### src/rtl/mem_port_arbiter.sv
// -----------------------------------------------------------------------------
// mem_port_arbiter
//
// Shares the single core memory port between the instruction-fetch requester
// (IF) and the load/store requester (LS). One transaction is outstanding at a
// time: the winning request is registered onto the memory port, held until the
// memory grants it, and the response is routed back to whichever requester
// owns the transaction. A starvation counter guarantees that fetch wins after
// MAX_WAIT consecutive lost arbitrations, and a fetch-kill input lets the
// front end discard a stale fetch response after a redirect.
//
// Parameters
//   ADDR_W    address width shared by both requesters and memory
//   DATA_W    memory data width; must be 64 (fetch word chosen by addr[2])
//   MAX_WAIT  lost arbitrations after which a waiting fetch beats load/store
//
// Ports
//   clk, reset_n                 core clock, asynchronous active-low reset
//   if_req_i / if_addr_i         fetch request and PC, held until if_gnt_o
//   if_kill_i                    redirect: drop any in-flight fetch response
//   if_gnt_o / if_rvalid_o       fetch accept pulse / fetch data valid pulse
//   if_rdata_o                   32-bit instruction word
//   ls_req_i, ls_we_i, ls_addr_i,
//   ls_wdata_i, ls_be_i          load/store request, held until ls_gnt_o
//   ls_gnt_o / ls_rvalid_o       load/store accept pulse / data-or-ack pulse
//   ls_rdata_o                   full-width load data
//   mem_req_o, mem_we_o, mem_addr_o,
//   mem_wdata_o, mem_be_o        registered memory request
//   mem_gnt_i                    memory accepts the request this cycle
//   mem_rvalid_i / mem_rdata_i   memory response
// -----------------------------------------------------------------------------
module mem_port_arbiter #(
    parameter int ADDR_W   = 64,
    parameter int DATA_W   = 64,
    parameter int MAX_WAIT = 4
) (
    input  logic                clk,
    input  logic                reset_n,

    input  logic                if_req_i,
    input  logic [ADDR_W-1:0]   if_addr_i,
    input  logic                if_kill_i,
    output logic                if_gnt_o,
    output logic                if_rvalid_o,
    output logic [31:0]         if_rdata_o,

    input  logic                ls_req_i,
    input  logic                ls_we_i,
    input  logic [ADDR_W-1:0]   ls_addr_i,
    input  logic [DATA_W-1:0]   ls_wdata_i,
    input  logic [DATA_W/8-1:0] ls_be_i,
    output logic                ls_gnt_o,
    output logic                ls_rvalid_o,
    output logic [DATA_W-1:0]   ls_rdata_o,

    output logic                mem_req_o,
    output logic                mem_we_o,
    output logic [ADDR_W-1:0]   mem_addr_o,
    output logic [DATA_W-1:0]   mem_wdata_o,
    output logic [DATA_W/8-1:0] mem_be_o,
    input  logic                mem_gnt_i,
    input  logic                mem_rvalid_i,
    input  logic [DATA_W-1:0]   mem_rdata_i
);

    localparam int CNT_W = $clog2(MAX_WAIT + 1);
    localparam logic [CNT_W-1:0] STARVE_MAX = CNT_W'(MAX_WAIT);

    localparam logic [1:0] ST_IDLE      = 2'd0;
    localparam logic [1:0] ST_WAIT_GNT  = 2'd1;
    localparam logic [1:0] ST_WAIT_RESP = 2'd2;

    logic [1:0]       state;
    logic             owner_if;
    logic             killed;
    logic [CNT_W-1:0] starve_cnt;
    logic             any_req;
    logic             if_wins;
    logic             resp_cycle;

    // Load/store normally has priority because a stalled LSU blocks retirement;
    // fetch only overrides it once it has lost MAX_WAIT arbitrations in a row.
    assign any_req = if_req_i | ls_req_i;
    assign if_wins = if_req_i & (~ls_req_i | (starve_cnt == STARVE_MAX));

    // Transaction sequencer. The request is latched on arbitration and held
    // unchanged on the memory port until granted; a kill only marks the fetch
    // as stale so the memory handshake still completes normally.
    always_ff @(posedge clk or negedge reset_n) begin
        if (!reset_n) begin
            state       <= ST_IDLE;
            owner_if    <= 1'b0;
            killed      <= 1'b0;
            starve_cnt  <= '0;
            mem_req_o   <= 1'b0;
            mem_we_o    <= 1'b0;
            mem_addr_o  <= '0;
            mem_wdata_o <= '0;
            mem_be_o    <= '0;
        end else begin
            case (state)
                ST_IDLE: begin
                    if (any_req) begin
                        state     <= ST_WAIT_GNT;
                        mem_req_o <= 1'b1;
                        killed    <= 1'b0;
                        owner_if  <= if_wins;
                        if (if_wins) begin
                            mem_we_o    <= 1'b0;
                            mem_addr_o  <= if_addr_i;
                            mem_wdata_o <= '0;
                            mem_be_o    <= '0;
                            starve_cnt  <= '0;
                        end else begin
                            mem_we_o    <= ls_we_i;
                            mem_addr_o  <= ls_addr_i;
                            mem_wdata_o <= ls_wdata_i;
                            mem_be_o    <= ls_be_i;
                            if (if_req_i && (starve_cnt != STARVE_MAX)) begin
                                starve_cnt <= starve_cnt + 1'b1;
                            end
                        end
                    end
                end
                ST_WAIT_GNT: begin
                    if (if_kill_i && owner_if) begin
                        killed <= 1'b1;
                    end
                    if (mem_gnt_i) begin
                        mem_req_o <= 1'b0;
                        state     <= ST_WAIT_RESP;
                    end
                end
                ST_WAIT_RESP: begin
                    if (if_kill_i && owner_if) begin
                        killed <= 1'b1;
                    end
                    if (mem_rvalid_i) begin
                        state <= ST_IDLE;
                    end
                end
                default: begin
                    state     <= ST_IDLE;
                    mem_req_o <= 1'b0;
                end
            endcase
        end
    end

    // Grants and responses are steered combinationally to the owner so no
    // cycle is lost on either handshake. A kill arriving in the response cycle
    // itself must already hide that response, hence the direct if_kill_i term.
    assign resp_cycle  = (state == ST_WAIT_RESP) & mem_rvalid_i;
    assign if_gnt_o    = (state == ST_WAIT_GNT) & owner_if & mem_gnt_i;
    assign ls_gnt_o    = (state == ST_WAIT_GNT) & ~owner_if & mem_gnt_i;
    assign if_rvalid_o = resp_cycle & owner_if & ~killed & ~if_kill_i;
    assign ls_rvalid_o = resp_cycle & ~owner_if;

    // The fetch word is the half of the 64-bit beat selected by address bit 2.
    assign if_rdata_o = mem_addr_o[2] ? mem_rdata_i[63:32] : mem_rdata_i[31:0];
    assign ls_rdata_o = mem_rdata_i;

endmodule

### config.mk
export PLATFORM = sky130hd
export DESIGN_NAME = mem_port_arbiter
export DESIGN_NICKNAME = d
export VERILOG_FILES = /design/src/rtl/mem_port_arbiter.sv
export SDC_FILE = /design/constraint.sdc
export NUM_CORES = 1
export LEC_CHECK = 0
export CAP_MARGIN = 20
export CORE_AREA = 2 2 197 199
export CTS_CLUSTER_DIAMETER = 200
export CTS_CLUSTER_SIZE = 8
export DETAILED_ROUTE_END_ITERATION = 12
export DIE_AREA = 0 0 199 201
export GPL_ROUTABILITY_DRIVEN = 0
export SYNTH_ARGS = -nofsm -noshare
export SYNTH_HDL_FRONTEND = slang
export SYNTH_SLANG_ARGS = --single-unit
### constraint.sdc
create_clock -name clk -period 2.1 [get_ports clk]
set_input_delay 0.42 -clock clk [delete_from_list [all_inputs] [get_ports clk]]
set_output_delay 0.42 -clock clk [all_outputs]
set_load 0.02 [all_outputs]
---- Yosys cells after proc, flatten, opt, wreduce, memory -nomap -nowiden ----
Cells that the tools add are included.
word-level totals
  bits in registers ....................... 145
  word-level logic and storage cells ...... 63
cells by class
  bitwise operators ....................... 17
  equality and inequality tests ........... 8
  multiplexer cells ....................... 17
  $add $sub $neg .......................... 1
  reduce and logical (&&, ||, !) cells .... 11
operator list
  kind                                                                   number
  64-bit two-way mux                                                     2
  32-bit two-way mux                                                     1
  3-bit AND reduction                                                    4
  1-bit AND                                                              10
  8-bit two-way mux                                                      1
  2-bit two-way mux                                                      3
  3-bit two-way mux                                                      2
  2-bit != test, second input constant                                   3
  2-bit one-hot mux with 3 select lines                                  1
  1-bit two-way mux                                                      5
  1-bit inverter                                                         5
  2-bit nonzero test                                                     2
  3-bit by 1-bit adder with 3-bit output, second input constant          1
  3-bit equality test, second input constant                             1
  3-bit != test, second input constant                                   1
  1-bit one-hot mux with 3 select lines                                  1
  2-bit by 1-bit equality test with 1-bit output, second input constant  1
  2-bit equality test, second input constant                             1
  1-bit logical AND                                                      2
  2-bit zero test                                                        1
  2-bit by 1-bit != test with 1-bit output, second input constant        1
  1-bit OR                                                               2
  1-bit one-hot mux with 2 select lines                                  1
  2-bit AND reduction                                                    1
  2-bit OR reduction                                                     1

---- Logic depth before layout (Yosys ltp) ----
Gate-level depths: netlist of the first run.
  depth after elaboration ................. 5
  gate-level depth with buffers ........... 9

---- Worst setup path before layout of the first run ----
No wires, ideal clock.
  path type ............................... reg-to-output
  from .................................... register state[0]
  to ...................................... output if_rvalid_o
  arrival ................................. 1.456 ns
  cell stages (with the launch flop) ...... 5
  required time ........................... 1.680 ns
  buffers on the path ..................... 0
  setup slack ............................. 0.224 ns
  cell sequence ........................... dfrtp_1 inv_1 ha_1 nand2_1 nor4b_1
between the ends
  word-level cells in the longest chain between the ends .. 5
RTL lines
  item                      line  source
  start: declaration        73    logic [1:0] state;
  start signal: assignment  91    state <= ST_IDLE;
  start signal: assignment  104   state <= ST_WAIT_GNT;
  start signal: assignment  131   state <= ST_WAIT_RESP;
  2-bit equality test       153   assign resp_cycle = (state == ST_WAIT_RESP) & mem_rvalid_i;
  1-bit AND                 153
  1-bit AND (3 in a row)    156   assign if_rvalid_o = resp_cycle & owner_if & ~killed & ~if_kill_i;
  end: declaration          44    output logic if_rvalid_o,
Every way passes these cells.

---- Worst setup path in the final report of the first run ----
  from .................................... input mem_rdata_i[45]
  to ...................................... output ls_rdata_o[45]
RTL lines
  item                line  source
  start: declaration  63    input logic [DATA_W-1:0] mem_rdata_i
  end: declaration    54    output logic [DATA_W-1:0] ls_rdata_o,
No word-level cell between the ends.

==> key figures, run 1 <==
Status
  – Status: complete, no violations

Setup path
  – Crit path capture type: primary output
  – Critical path class: input pin to primary output
  – Arrival @ worst endpoint: roughly 1.7 ns
  – Required @ worst endpoint: 1.68 ns
  – Worst Setup Start Kind: input pin
  – Crit Path Max Fanout: 2

Pwr
  – Lkg Pwr: 5.633 nW
  – Peak supply drop: 750.0 µV
  – Final total power: 0.01842 W
  – PD cells: 1349 nW/µm²

Timing
  – Pins over their slew limit: 0
  – Least-Margin Pin Slew: 0.6078 ns
  – Final hold slack: 0.3558 ns
  – Final Hold Fails: 0
  – Relative slew slack: 59.48%
  – Final worst slack: 0.03218 ns
  – Worst Skew: 0.007859 ns
  – RSZ-0062 raised after global routing: yes
  – Period utilisation layout: 98.47%
  – Final worst path period need: about 2.1 ns
  – Setup violations, final: 0
  – FMAX: 0.4836 GHz

Place
  – DP Wirelength: 26390 µm
  – IO Port Bufs: around 500
  – DP Worst Slack: -0.2311 ns
  – Placed inst area: 13040 µm²

GRT
  – GRT met1 Usage: 18.65%
  – Pin count of the biggest net entering global routing: 63
  – Grt met2 use: between 30 and 40%
  – Initial antenna violation count: 9
  – Met3 Resource Use GR: 5.477%
  – Most Crowded Layer GR: met2
  – Vias in the first global route: between 8000 and 9000
  – Global-route wire length before repair: 51580 µm
  – Gr usage total: 17.39%
  – Total grt overflow: 0

Worst hold path
  – Tightest Hold Check Type: input pin to register

CTS
  – Clk sinks: 145
  – CTS max path bufs: 2
  – Reg clk slew, reported paths: about 0.060 ns
  – # H-tree levels: 4
  – Total CTS buffers: 17
  – Worst skew pair latency: 0.44 ns
  – CTS tree: done
  – Root buffer cell: clkbuf_16

Route
  – DRC: 0
  – Drt initial violations: 318
  – Routed WL per cell: about 19 µm
  – DRT Wirelength: 35310 µm
  – Vias post-DR: around 8000
  – TritonRoute pass-1 iters: 5
  – Via/cell ratio: between 4 and 5
  – Antenna Nets Post-Route: 0

Yosys
  – Ranking of synthesized cells by area: dfrtp_1, nand2_1, buf_4
  – Sequential share of the synthesized area: 48.70%
  – Synth top area share: 48.70%
  – Library cells used by synthesis: 34
  – Synth Warn #: 0
  – Cells after Synth: around 830
  – Area leader, netlist: dfrtp_1
  – Syn_nets: 1110
  – Flops & latches, synth: 145
  – Avg Inst Size Synth: roughly 9 µm²
  – Mapped Area: 7451 µm²

Layout
  – Most common cell after layout, fill and taps aside: clkdlybuf4s50_1
  – Commonest cells after routing, fill and taps aside: clkdlybuf4s50_1, nand2_1, dfrtp_1
  – Ratio of cells with drive above 1 in the final layout: 14.55%
  – Nets: 1566
  – Fin area: 13660 µm²
  – P&R area growth vs syn: 83.31%

Floorplanning
  – Die area: approximately 40000 µm²
  – Initial Utilization: 19.55%
  – Placement Rows: 72
  – CORE AREA: 38110 µm²
  – I/O pins: 510
  – Die Y-Extent: 201 µm
  – Die width: 199 µm

Run
  – Max Cap Viol: 0
## sequential cells by signal, indices dropped and copies added, names as in the netlist
name / flops
mem_req_o: 1
owner_if: 1
state: 2
starve_cnt: 3
mem_we_o: 1
mem_be_o: 8
mem_addr_o: 64
killed: 1
mem_wdata_o: 64
## synth_stat cells
cell type  count
a211oi_1       1
a21bo_1        1
a21o_1         2
a21oi_1        1
a22o_1         1
a31oi_1        1
and2_4         1
and3_1         1
buf_1          2
buf_2         13
buf_4         64
buf_6          4
clkbuf_1      54
dfrtp_1      145
ha_1           6
inv_1          5
mux2_2        33
mux2i_1        1
nand2_1      278
nand3_1        1
nand4_1       64
nor2_1         3
nor2b_1        2
nor3_1         2
nor4_1         1
nor4b_1        1
o211ai_1      47
o211ai_2      17
o21a_1         1
o21ai_0       71
o21ai_1        4
o21bai_1       1
o31ai_1        2
o32a_1         1
## power breakdown
| group | internal [W] | switching (W) |
|---|---|---|
| Combinational | 0.00473 | 0.00565 |
| Sequential | 0.00410 | 0.000757 |
| Clock | 0.00195 | 0.00124 |
## per-layer routing
layer  wire length (µm)  part of all wire (%)
met2              18440                    52
met5                  0                     0
met4                856                   2.4
met1              13190                    37
met3               2818                   8.0
## cell type report
type,count,area [µm²]
tap,518,648.1
timing repair buffer,574,5682
clock inverter,9,132.6
multi-input combinational,545,3057
antenna,8,20.02
sequential,145,3630
inverter,5,18.77
fill,3929,24450
clock buffer,21,470.5
## metrics by stage
stage | setup TNS (ns) | utilization [%] | cells
floorplan | 0 | - | 832
global route | -0.03959 | 35.84 | 1825
CTS | -0.5418 | 35.73 | 1818
detailed placement | -0.4300 | 34.21 | 1781
global placement | -0.3983 | 34.21 | 1781
finish | 0 | 35.84 | 1825
## what timing repair did
action                                  CTS  global route
endpoints found under the setup margin   37            19
pin swaps                                 0             0
gates cloned                              3             0
endpoints found under the hold margin    34             0
gates resized for setup                 146            25
hold buffers                              1             0
setup buffers                             3             0
## worst max-delay path: stages
cell             delay [ns]
clkdlybuf4s50_1        0.51
buf_4                  0.13
clkdlybuf4s50_1        0.59
## final timing paths
path,end,slack [ns],start,cells after the start
max in group asynchronous,mem_addr_o[2]$_DFFE_PN0P_,0.98,reset_n,3
worst max-delay path,ls_rdata_o[45],0.03,mem_rdata_i[45],3
worst max register to register,starve_cnt[2]$_DFFE_PN0P_,0.21,state[0]$_DFFE_PN0P_,7
worst min-delay path,starve_cnt[1]$_DFFE_PN0P_,0.36,if_req_i,3
min in group asynchronous,mem_wdata_o[15]$_DFFE_PN0P_,0.45,reset_n,2
worst min register to register,mem_be_o[6]$_DFFE_PN0P_,0.48,mem_be_o[6]$_DFFE_PN0P_,2
## kinds of logic after synthesis
logic type,Yosys count,synth area share [%]
and+or+nand+nor,354,20.30
AOI/OAI and AO/OA,151,13.87
DFF,145,48.70
buffers and inverters,142,11.00
muxes,34,5.122
adders and majority gates,6,1.008
(Power assumes the default switching activity.)
==> inputs of run 2 (changes only) <==
- CORE_AREA: 2 2 197 199 -> 2 2 201 203
- DIE_AREA: 0 0 199 201 -> 0 0 203 205
- clock period: 2.1 -> 2.4 ns (I/O delays scaled with it)
==> run 2 against run 1 <==
Cell area shrank 2.7%. Sequential share of layout area grew 0.72 points. Critical path depth grew 2. Via count shrank 3.5%. Sequential power shrank 13%. Non-clock buffer count shrank 40. Setup slack gained 0.076 ns. Clock power shrank 16%. Register-to-register slack gained 0.31 ns. Wire length shrank 1.8%. Critical path type is now register to primary output. Highest routed layer is now met5. Global-route usage shrank 1.1 points.
==> key figures, run 2 (synthesis results as in run 1) <==
Status
  – Status: complete, no violations

GRT
  – Global-route wire length before repair: 50800 µm (-1.5%)
  – Gr usage total: 16.30% (-1.1 points)
  – Initial antenna violation count: 13 (+4)
  – Total grt overflow: 0 (unchanged)
  – Vias in the first global route: 7997 (-2.2%)
  – Pin count of the biggest net entering global routing: 94 (+49%)

Pwr
  – Peak supply drop: 607.7 µV (-19%)
  – Final total power: 0.01543 W (-16%)
  – PD cells: 1161 nW/µm² (-14%)
  – Lkg Pwr: 5.365 nW (-4.7%)

Layout
  – Ratio of cells with drive above 1 in the final layout: 8.889% (-5.7 points)
  – Non-filler cells, final: 1794 (-1.7%)
  – Commonest cells after routing, fill and taps aside: clkdlybuf4s50_1, nand2_1, dfrtp_1
  – Most common cell after layout, fill and taps aside: clkdlybuf4s50_1
  – Nets: 1526 (-2.6%)
  – Biggest registers after layout: mem_addr_o: 64 flops, mem_wdata_o: 64 flops, mem_be_o: 8 flops
  – Register area: 3628 µm² (about the same)
  – Multi-input logic area: 3047 µm² (-0.33%)
  – P&R area growth vs syn: 78.42%
  – Fill cell count: 4081 (+3.9%)

Route
  – Via/cell ratio: 4.290 (-1.8%)
  – DRC: 0 (unchanged)
  – Drt initial violations: 391 (+23%)
  – Vias post-DR: 7696 (-3.5%)
  – Routed WL per cell: 19.33 µm (about the same)
  – TritonRoute pass-1 iters: 5 (unchanged)
  – DRT Wirelength: 34680 µm (-1.8%)
  – Antenna Nets Post-Route: 0 (unchanged)

Setup path
  – Required @ worst endpoint: 1.92 ns (+0.24 ns)
  – Arrival @ worst endpoint: 1.81 ns (+0.16 ns)
  – FF-to-FF End: mem_wdata_o[40]$_DFFE_PN0P_
  – CP max stage delay: 0.42 ns (-0.17 ns)
  – Crit Path Max Fanout: 4 (+2)
  – Worst r2r src: state[0]$_DFFE_PN0P_
  – R2R depth: 8 (+1)
  – CP Cell Sequence: inv_1 > ha_1 > nand2_1 > nor4b_2 > clkdlybuf4s15_2
  – Worst Setup Start Kind: register
  – Critical path class: register to primary output
  – CP delay by family, top: flip-flops
  – Worst reg2reg setup slack: 0.52 ns (+0.31 ns)
  – WP buf/inv: 2 (-1)
  – Crit path capture type: primary output
  – CP max stage cell: dfrtp_1

Timing
  – Final Hold Fails: 0 (unchanged)
  – Period utilisation layout: a little over nine tenths
  – FMAX: 0.4363 GHz
  – Least-Margin Pin Slew: 0.6312 ns (+0.02341 ns)
  – Setup violations, final: 0 (unchanged)
  – Pins over their slew limit: 0 (unchanged)
  – Relative slew slack: 57.92% (-1.6 points)
  – Worst Skew: 0.009949 ns (+0.002090 ns)
  – Final worst path period need: 2.292 ns

Worst hold path
  – Hold Path Depth: 2 (-1)
  – Hold-critical path endpoint: mem_wdata_o[54]$_DFFE_PN0P_
  – Tightest Hold Check Type: register to register
  – Hold path startpoint: mem_wdata_o[54]$_DFFE_PN0P_

CTS
  – Post-CTS setup buffers: 0 (-3)
  – CTS max path bufs: 2 (unchanged)
  – Clk sinks: 145 (unchanged)
  – Reg clk slew, reported paths: 0.06 ns (about the same)
  – # H-tree levels: 4 (unchanged)
  – CTS tree: done
  – Total CTS buffers: 17 (unchanged)
  – Root buffer cell: clkbuf_16
  – Worst skew pair latency: 0.44 ns (about the same)

Floorplanning
  – CORE AREA: 39370 µm² (+3.3%)
  – Die area: 41620 µm² (+4.0%)
  – Die width: 203 µm (+2.0%)
  – Die Y-Extent: 205 µm (+2.0%)
  – I/O pins: 510 (unchanged)
  – Initial Utilization: 18.93% (-0.63 points)
  – Placement Rows: 73 (+1.4%)

Place
  – # placed instances: 1753 (-1.6%)
  – DP Wirelength: 26180 µm (-0.76%)
  – IO Port Bufs: 509 (unchanged)

Run
  – Max Cap Viol: 0 (unchanged)
[run 2: cell type report]
type | instances | share of cell area [%]
Inverter | 5 | 0.1412
Antenna cell | 9 | 0.1694
Clock inverter | 10 | 0.8376
Sequential cell | 145 | 27.29
Multi-Input combinational cell | 545 | 22.92
Tap cell | 525 | 4.941
Clock buffer | 21 | 3.464
Timing Repair Buffer | 534 | 40.24
[run 2: worst max-delay path by stage]
stage	start	end	slack, ns	cells past startpoint
4_1_cts	mem_addr_o[2]$_DFFE_PN0P_	if_rdata_o[28]	0.007	3
3_5_place_dp	mem_rvalid_i	if_rvalid_o	-0.03	4
5_1_grt	state[0]$_DFFE_PN0P_	if_rvalid_o	-0.02	5
3_3_place_gp	mem_rvalid_i	if_rvalid_o	-0.11	4
6_report	state[0]$_DFFE_PN0P_	if_rvalid_o	0.11	5
2_1_floorplan	state[0]$_DFFE_PN0P_	if_rvalid_o	0.46	4
[run 2: tightest hold or removal path, stage by stage (launching register included)]
cell     delay, ns
dfrtp_1       0.34
nand2_1       0.04
o21ai_0       0.06
[run 2: power breakdown]
part           switching, W  internal (W)  total [W]
combinational       0.00477       0.00376    0.00853
clock               0.00110       0.00157    0.00267
sequential         0.000644       0.00358    0.00423
[run 2: stage by stage]
stage               setup slack, ns  setup TNS [ns]  hold WS (ns)  util (%)  cell area [µm²]
finish                       0.1079               0        0.4762     33.77            13290
detailed placement         -0.03238        -0.03238        0.4590     32.31            12720
CTS                        0.006788               0        0.4831     33.68            13260
global route               -0.01930        -0.01930        0.4991     33.76            13290
global placement            -0.1078         -0.1078        0.4546     32.31            12720
floorplan                    0.4641               0        0.1844         -             7451
[run 2: per-layer routing]
layer	vias to the layer above	track usage, %	routed length, µm
met1	3678	18.01	13140
met3	43	5.457	2809
li1	3611	-	-
met5	-	0	27
met2	360	28.40	17610
met4	4	7.299	1091
[run 2: what timing repair did]
| item | in CTS | in global routing |
|---|---|---|
| hold endpoints to repair | 37 | 0 |
| hold buffers | 1 | 0 |
| endpoints found under the setup margin | 34 | 3 |
| gates resized for setup | 37 | 3 |
==> inputs of run 3 (changes only) <==
- CELL_PAD_IN_SITES_DETAIL_PLACEMENT: not set -> 1
- CELL_PAD_IN_SITES_GLOBAL_PLACEMENT: not set -> 1
- CORE_AREA: 2 2 201 203 -> 2 2 198 200
- DIE_AREA: 0 0 203 205 -> 0 0 200 202
- PLACE_DENSITY_LB_ADDON: not set -> 0.1
- clock period: 2.4 -> 2.55 ns (I/O delays scaled with it)
==> run 3 against run 2 <==
Via count increased by 0.57%. Largest cell class unchanged. Core utilization increased by 1.2 points. Critical path type unchanged. Flip-flop and latch count unchanged. Setup slack got worse by 0.039 ns.
==> key figures, run 3 (synthesis results as in run 1) <==
Pwr
  – PD cells: 1115 nW/µm² (-3.9%)
  – Final total power: 0.01494 W (-3.1%)
  – Sw frac: 41.56% (-0.63 points)
  – Net Sw Power: 0.006211 W (-4.6%)
  – Clock share of power: 18.5% (+1.2 points)
  – Peak supply drop: 598.0 µV (-1.6%)
  – Comb pwr share: 55.1% (-0.2 points)
  – Reg power frac: 26.4% (-1.0 points)
  – Cell internal pwr: 0.008734 W (-2.1%)
  – Lkg Pwr: 5.442 nW (+1.4%)

CTS
  – Reg clk slew, reported paths: 0.06 ns (about the same)
  – Clk sinks: 145 (unchanged)
  – Post-CTS setup buffers: 0 (unchanged)
  – Hold-fix buffers at CTS: 0 (-1)
  – Post-CTS Resized: 3 (-92%)
  – Root buffer cell: clkbuf_16
  – Total CTS buffers: 17 (unchanged)
  – Worst skew pair latency: 0.44 ns (about the same)
  – # H-tree levels: 4 (unchanged)
  – CTS tree: done
  – CTS max path bufs: 2 (unchanged)

Layout
  – Fin area: 13400 µm² (+0.83%)
  – Biggest registers after layout: mem_addr_o: 64 flops, mem_wdata_o: 64 flops, mem_be_o: 8 flops
  – Nets: 1521 (-0.33%)
  – P&R area growth vs syn: 79.90%
  – Commonest cells after routing, fill and taps aside: clkdlybuf4s50_1, nand2_1, dfrtp_1
  – Multi-input logic area: 3040 µm² (-0.21%)
  – Register area: 3628 µm² (unchanged)
  – Ratio of cells with drive above 1 in the final layout: 8.606% (-0.28 points)
  – Fill cell count: 4352 (+6.6%)
  – Most common cell after layout, fill and taps aside: clkdlybuf4s50_1

Timing
  – Pins over their slew limit: 0 (unchanged)
  – Relative slew slack: 64.93% (+7.0 points)
  – Period utilisation layout: roughly 97%
  – Final Hold Fails: 0 (unchanged)
  – Least-Margin Pin Slew: 0.5261 ns (-0.1051 ns)
  – Final worst slack: 0.06845 ns (-0.03943 ns)
  – Worst Skew: 0.01388 ns (+0.003927 ns)
  – FMAX: 0.4030 GHz
  – Final worst path period need: 2.482 ns
  – Setup violations, final: 0 (unchanged)

Place
  – IO Port Bufs: 509 (unchanged)
  – Placed inst area: 12730 µm² (about the same)
  – DP Wirelength: 28580 µm (+9.1%)
  – DP Worst Slack: 0.04728 ns (+0.07966 ns)

Run
  – Max Cap Viol: 0 (unchanged)

Setup path
  – Arrival @ worst endpoint: 1.97 ns (+0.16 ns)
  – Worst Setup Start Kind: register
  – Crit path capture type: primary output
  – Worst r2r src: state[1]$_DFFE_PN0P_
  – Crit Path Max Fanout: 34 (+30)
  – Critical path startpoint: mem_addr_o[2]$_DFFE_PN0P_
  – Critical path class: register to primary output
  – Required @ worst endpoint: 2.04 ns (+0.12 ns)

Floorplanning
  – Initial Utilization: 19.46% (+0.53 points)
  – CORE AREA: 38290 µm² (-2.7%)
  – Die width: 200 µm (-1.5%)
  – I/O pins: 510 (unchanged)
  – Die Y-Extent: 202 µm (-1.5%)
  – Placement Rows: 72 (-1.4%)
  – Die area: 40400 µm² (-2.9%)

Status
  – Status: complete, no violations

Route
  – Routed WL per cell: 21.29 µm (+10%)
  – DRT Wirelength: 37980 µm (+9.5%)
  – Antenna Nets Post-Route: 0 (unchanged)
  – Vias post-DR: 7740 (+0.57%)
  – DRC: 0 (unchanged)
  – TritonRoute pass-1 iters: 4 (-1)
  – Via/cell ratio: 4.339 (+1.1%)
  – Drt initial violations: 232 (-41%)

GRT
  – Gr usage total: 18.57% (+2.3 points)
  – Vias in the first global route: 8279 (+3.5%)
  – Initial antenna violation count: 11 (-2)
  – Total grt overflow: 0 (unchanged)
  – Global-route wire length before repair: 54880 µm (+8.0%)
  – Pin count of the biggest net entering global routing: 77 (-18%)

Worst hold path
  – Tightest Hold Check Type: input pin to async pin
-- run 3: cell types whose count changed in the layout (fill, tap and decap cells not counted), moves of 2 or more --
cell,change
buf_4,-7
clkinv_2,-2
dlygate4sd2_1,-31
buf_12,+4
bufinv_16,+2
clkinvlp_4,-2
dlymetal6s2s_1,+9
clkdlybuf4s50_1,+21
diode_2,+2
-- run 3: final timing paths --
path / to / slack [ns] / cells past startpoint
hold reg to reg: mem_wdata_o[51]$_DFFE_PN0P_ / 0.47 / 2
max in group asynchronous: mem_req_o$_DFFE_PN0P_ / 1.83 / 2
setup / recovery: if_rdata_o[6] / 0.07 / 3
min in group clk: mem_wdata_o[51]$_DFFE_PN0P_ / 0.47 / 2
hold / removal: mem_wdata_o[23]$_DFFE_PN0P_ / 0.03 / 1
setup reg to reg: mem_wdata_o[16]$_DFFE_PN0P_ / 0.62 / 6
-- run 3: through the flow --
step                instances  hold WS, ns    TNS [ns]  util, %
floorplan                 832       0.2144           0        -
global placement         1742       0.4597           0    33.24
detailed placement       1742       0.4700           0    33.24
CTS                      1773      0.02739           0    34.88
global route             1780      0.04646  -0.0007758    34.98
finish                   1784      0.02901           0    35.01
-- run 3: final cells by class --
cell class,count,share of cell area (%)
well taps,518,4.835
repair buffers,529,40.37
flip-flops and latches,145,27.07
clock buffers,22,3.538
diodes,11,0.2054
clock inverters,9,1.157
multi-input cells,545,22.68
inverters,5,0.1400
-- run 3: metal layers --
| metal | up-vias | GRT usage (%) | part of all wire [%] |
|---|---|---|---|
| met1 | 3786 | 19.96 | 38 |
| met2 | 303 | 32.76 | 51 |
| met3 | 32 | 7.525 | 9.7 |
| li1 | 3615 | - | - |
| met5 | - | 0 | 0.079 |
| met4 | 4 | 6.243 | 1.5 |
-- run 3: power groups by stage --
stage	logic, W	clock network [W]	registers (W)
after detailed placement	0.00843	0	0.00398
after floorplan	0.00291	0	0.00518
after global routing	0.00890	0.00294	0.00410
after global placement	0.00840	0	0.00394
final	0.00824	0.00276	0.00394
after CTS	0.00845	0.00287	0.00395
-- run 3: worst max-delay path, stage by stage (launching register included) --
cell             delay [ns]
dfrtp_1                0.37
buf_12                 0.23
mux2_2                 0.36
clkdlybuf4s50_1        0.56
